`config.mk`:
```
export PLATFORM = sky130hd
export DESIGN_NAME = serial_adder_ctrl
export DESIGN_NICKNAME = d
export VERILOG_FILES = /design/src/rtl/serial_adder_pkg.sv /design/src/rtl/full_adder.sv /design/src/rtl/serial_adder_ctrl.sv
export SDC_FILE = /design/constraint.sdc
export NUM_CORES = 1
export LEC_CHECK = 0
export CORE_MARGIN = 4
export CORE_UTILIZATION = 30
export CTS_CLUSTER_SIZE = 8
export DETAILED_ROUTE_END_ITERATION = 12
export GPL_TIMING_DRIVEN = 0
export PLACE_DENSITY = 0.61
export SYNTH_ARGS = -nofsm -noshare
export SYNTH_HDL_FRONTEND = slang
export SYNTH_SLANG_ARGS = --single-unit
```
`constraint.sdc`:
```
create_clock -name clk_i -period 1.2 [get_ports clk_i]
set_input_delay 0.3 -clock clk_i [delete_from_list [all_inputs] [get_ports clk_i]]
set_output_delay 0.3 -clock clk_i [all_outputs]
set_load 0.02 [all_outputs]
```
`src/rtl/serial_adder_pkg.sv`:
```
// Shared types and defaults for the bit-serial adder controller.
package serial_adder_pkg;

    // Controller states: waiting for a request, stepping bits, holding the result.
    typedef enum logic [1:0] {
        IDLE = 2'd0,
        RUN  = 2'd1,
        DONE = 2'd2
    } sa_state_t;

    // Operand width used when the instantiating level does not override it.
    localparam int SA_WIDTH_DEFAULT = 32;

endpackage : serial_adder_pkg

```
`src/rtl/full_adder.sv`:
```
// Single-bit full adder; the only arithmetic cell used by the serial adder.
module full_adder (
    input  logic a_i,
    input  logic b_i,
    input  logic carry_i,
    output logic sum_o,
    output logic carry_o
);

    // Plain combinational sum and carry generation for one bit position.
    always_comb begin
        sum_o   = a_i ^ b_i ^ carry_i;
        carry_o = (a_i & b_i) | (carry_i & (a_i ^ b_i));
    end

endmodule : full_adder

```
`src/rtl/serial_adder_ctrl.sv`:
```
// Bit-serial adder controller: adds two WIDTH-bit operands one bit per clock
// using a single full_adder, with valid/ready handshakes on both sides.
module serial_adder_ctrl
    import serial_adder_pkg::*;
#(
    parameter int WIDTH = SA_WIDTH_DEFAULT
) (
    input  logic             clk_i,
    input  logic             rst_i,
    input  logic             req_valid_i,
    output logic             req_ready_o,
    input  logic [WIDTH-1:0] a_i,
    input  logic [WIDTH-1:0] b_i,
    input  logic             carry_i,
    output logic             res_valid_o,
    input  logic             res_ready_i,
    output logic [WIDTH-1:0] sum_o,
    output logic             carry_o,
    output logic             ovf_o
);

    // The counter must be able to hold WIDTH so it never wraps mid-operation.
    localparam int CW = $clog2(WIDTH + 1);
    localparam logic [CW-1:0] CNT_LAST = CW'(WIDTH - 1);
    localparam logic [CW-1:0] CNT_ONE  = CW'(1);

    sa_state_t        state_q, state_d;
    logic [WIDTH-1:0] a_q, a_d;
    logic [WIDTH-1:0] b_q, b_d;
    logic [WIDTH-1:0] sum_q, sum_d;
    logic             c_q, c_d;
    logic             cmsb_q, cmsb_d;
    logic [CW-1:0]    cnt_q, cnt_d;

    logic             fa_sum;
    logic             fa_carry;

    // The LSBs of the operand shift registers plus the running carry feed the cell.
    full_adder u_full_adder (
        .a_i     (a_q[0]),
        .b_i     (b_q[0]),
        .carry_i (c_q),
        .sum_o   (fa_sum),
        .carry_o (fa_carry)
    );

    // State and datapath registers; reset returns everything to zero and IDLE.
    always_ff @(posedge clk_i) begin
        if (rst_i) begin
            state_q <= IDLE;
            a_q     <= '0;
            b_q     <= '0;
            sum_q   <= '0;
            c_q     <= 1'b0;
            cmsb_q  <= 1'b0;
            cnt_q   <= '0;
        end else begin
            state_q <= state_d;
            a_q     <= a_d;
            b_q     <= b_d;
            sum_q   <= sum_d;
            c_q     <= c_d;
            cmsb_q  <= cmsb_d;
            cnt_q   <= cnt_d;
        end
    end

    // Next-state logic: load on accept, shift one bit per RUN cycle, wait for the consumer.
    always_comb begin
        state_d = state_q;
        a_d     = a_q;
        b_d     = b_q;
        sum_d   = sum_q;
        c_d     = c_q;
        cmsb_d  = cmsb_q;
        cnt_d   = cnt_q;

        unique case (state_q)
            IDLE: begin
                if (req_valid_i) begin
                    a_d     = a_i;
                    b_d     = b_i;
                    c_d     = carry_i;
                    sum_d   = '0;
                    cnt_d   = '0;
                    state_d = RUN;
                end
            end
            RUN: begin
                // Shifting right then inserting at the MSB also works for WIDTH=1.
                sum_d            = sum_q >> 1;
                sum_d[WIDTH-1]   = fa_sum;
                a_d              = a_q >> 1;
                b_d              = b_q >> 1;
                c_d              = fa_carry;
                cnt_d            = cnt_q + CNT_ONE;
                if (cnt_q == CNT_LAST) begin
                    // c_q at this point is the carry going into the MSB position.
                    cmsb_d  = c_q;
                    state_d = DONE;
                end
            end
            DONE: begin
                if (res_ready_i) begin
                    state_d = IDLE;
                end
            end
            default: begin
                state_d = IDLE;
            end
        endcase
    end

    // Handshake flags follow the state; result outputs are forced to zero outside DONE.
    always_comb begin
        req_ready_o = (state_q == IDLE);
        res_valid_o = (state_q == DONE);
        sum_o       = '0;
        carry_o     = 1'b0;
        ovf_o       = 1'b0;
        if (state_q == DONE) begin
            sum_o   = sum_q;
            carry_o = c_q;
            ovf_o   = cmsb_q ^ c_q;
        end
    end

endmodule : serial_adder_ctrl
```
==> results_dict.tcl <==
set metrics [dict create \
    via_per_inst 5.22 \
    syn_nets 633 \
    worst_slew_pin_slew_ns 0.669 \
    area_growth_pct 76.9 \
    drt_first_pass_iters 4 \
    first_iter_violations 263 \
    grt_overflow_total 0 \
    synth_ff_type "dfxtp_1" \
    r2r-start "state_q[0]$_SDFFE_PP0P_" \
    violations "setup timing" \
    layout_setup_ws_ns -0.454 \
    clock_latency_ns 0.35 \
    avgSynthCellArea_um2 8.48 \
    antenna_found_initial 0 \
    r2r_cells 8 \
    gp_congestion 0.746 \
    grt_pass1_wl_um 24800 \
    holdBufCountCts 0 \
    syn_inst 562 \
    synth-warning-count 0 \
    mostFrequentLayoutCell "dfxtp_1" \
    ant_nets 0 \
    powerDensity_mw_per_mm2 1040 \
    period_needed_ns 1.65 \
    final_cell_mix "101 x dfxtp_1, 99 x nor2_1, 69 x buf_6" \
    ioPinCount 105 \
    rows 45 \
    relSlewSlack_pct 55.4 \
    ys_ff_latch 106 \
    outcome "finished, violations left" \
    vias 4934 \
    cts_tree "done" \
    core_mm2 0.0154 \
    grt_max_degree 17 \
    whs_ns 0.503 \
    r2r_setup_slack_ns -0.35 \
    required_ns 0.90 \
    n_fill_cell 1293 \
    crit_fanout 8 \
    htree_num_levels 3 \
    drt_drc_violations_left 0 \
    ys_seq_area_share_pct 44.5 \
    initial_core_util_pct 31.0 \
    io_buffer_count 102 \
    grt_usage_pct 16.9 \
    maxCapViolCount 0 \
    dieArea_mm2 0.0180 \
    hold_path_depth 2 \
    clk_path_buf_depth 2 \
    timing_hold_violations_final 0 \
    clock_sink_count 106 \
    dieHeight_um 134 \
    clock_tree.root_cell "clkbuf_16" \
    crit_path_start "state_q[0]$_SDFFE_PP0P_" \
    ys_async_sr_fraction_pct 0 \
    detail_route.wl_per_cell_um 17.2 \
    r2r-end "b_q[28]$_SDFFE_PP0P_" \
    fmax_ghz 0.604 \
    p_leak_nw 3.08 \
    synth_edf_count 0 \
    crit_type "reg -> out" \
    fin_nets 801 \
    syn_area_mm2 0.00476 \
    p_total_w 0.00878 \
    grt_setup_unrepaired "true" \
    min_from "a_q[12]$_SDFFE_PP0P_" \
    fin_skew_ns 0.00826 \
    wl_um 16300 \
    setup_viol 142 \
    critical_path_arrival_ns 1.35 \
    cp-end-kind "primary output" \
    crit_path_start_kind "register" \
    clk_pin_slew_ns 0.07 \
    drv_slew 0 \
    fp.dieW_um 134 \
    cts_buffers 9 \
    hold_class "reg -> reg" \
    grt_pass1_vias 4898 \
    endpoint "sum_o[28]" \
    vdd_drop_max_mv 0.641 \
    dpl.hpwl_um 10000 \
    n_antenna_cell 0 \
    fin_crit_sh_pct 138 \
    synthDistinctLibCells 38 \
    drive_gt1_share_pct 46.5 \
]
[power by group]
part	switching, W	internal, W
clock	0.00134	0.00162
sequential	0.000208	0.00373
combinational	0.000882	0.00101
total	0.00243	0.00635
[state kept, by name, indices dropped and copies added (netlist names)]
name / flops
a_q: 32
b_q: 32
c_q: 1
cmsb_q: 1
cnt_q: 6
state_q: 2
sum_q: 32
[how the worst min path moves through the flow]
stage,endpoint,slack (ns)
after global routing,a_q[15]$_SDFFE_PP0P_,0.52
after global placement,cmsb_q$_SDFFE_PP0P_,0.47
after CTS,cmsb_q$_SDFFE_PP0P_,0.49
after detailed placement,cmsb_q$_SDFFE_PP0P_,0.48
final,a_q[12]$_SDFFE_PP0P_,0.50
after floorplan,a_q[31]$_SDFFE_PP0P_,0.45
[timing repair]
action,in CTS,in global routing
gates cloned,18,3
resized for setup,364,194
setup buffers,29,15
endpoints found under the setup margin,141,142
pin swaps,43,40
[through the flow]
step / std cells / worst slack (ns) / util [%] / area [um2] / setup TNS, ns
final: 946 / -0.454 / 54.8 / 8430 / -38.47
after global routing: 946 / -0.489 / 54.8 / 8430 / -43.31
after CTS: 935 / -0.459 / 49.1 / 7540 / -27.80
after detailed placement: 875 / -0.794 / 40.9 / 6280 / -59.84
after global placement: 875 / -0.789 / 40.9 / 6280 / -57.86
after floorplan: 562 / -0.0576 / - / 5000 / -1.66
[synthesized netlist by cell type (all sizes together) (2+ instances only)]
library cell    n  area [um2]
nor3b           2        15.0
a31oi           2        12.5
a211oi         61         458
nand2           4        15.0
or3             2        12.5
and3           32         200
nand2b          3        18.8
a22oi          34         255
nor3            2        10.0
dfxtp         106        2120
o2bb2ai        58         508
nand3           4        20.0
nor2          160         601
clkbuf         31         118
a221oi          3        26.3
buf            31         169
inv             6        22.5
a21oi           2        10.0
o22ai           4        25.0
[per-layer routing]
layer / up-vias / global-route usage, % / part of all wire (%)
met4: 0 / 6.23 / 2.3
li1: 2385 / - / -
met1: 2390 / 21.0 / 43
met3: 31 / 2.59 / 4.0
met5: - / 0 / 0
met2: 128 / 29.6 / 51
[layout make-up]
| type | count | area (um2) | area share [%] |
|---|---|---|---|
| buffer | 58 | 604 | 7.17 |
| clock buffer | 11 | 233 | 2.76 |
| clock inverter | 5 | 55.1 | 0.653 |
| inverter | 6 | 30.0 | 0.356 |
| multi-input combinational | 391 | 3390 | 40.2 |
| sequential | 106 | 2140 | 25.4 |
| tap | 211 | 264 | 3.13 |
| timing repair buffer | 158 | 1710 | 20.3 |
[critical path, stage by stage, from the launching register on]
cell	delay, ns
dfxtp_4	0.37
inv_4	0.06
buf_12	0.14
clkbuf_16	0.15
and3_4	0.17
buf_6	0.11
[cells by family (layout without fill, tap and decap cells)]
kind of cell	Yosys count	in the layout	synth area share, %
adders and majority gates	2	2	0.683
muxes	2	2	0.447
xor gates and xnor gates	1	1	0.184
and+or+nand+nor	212	213	19.1
AOI/OAI and AO/OA	171	173	28.5
DFF	106	106	44.5
buffers and inverters	68	238	6.49
(Power assumes the default switching activity.)
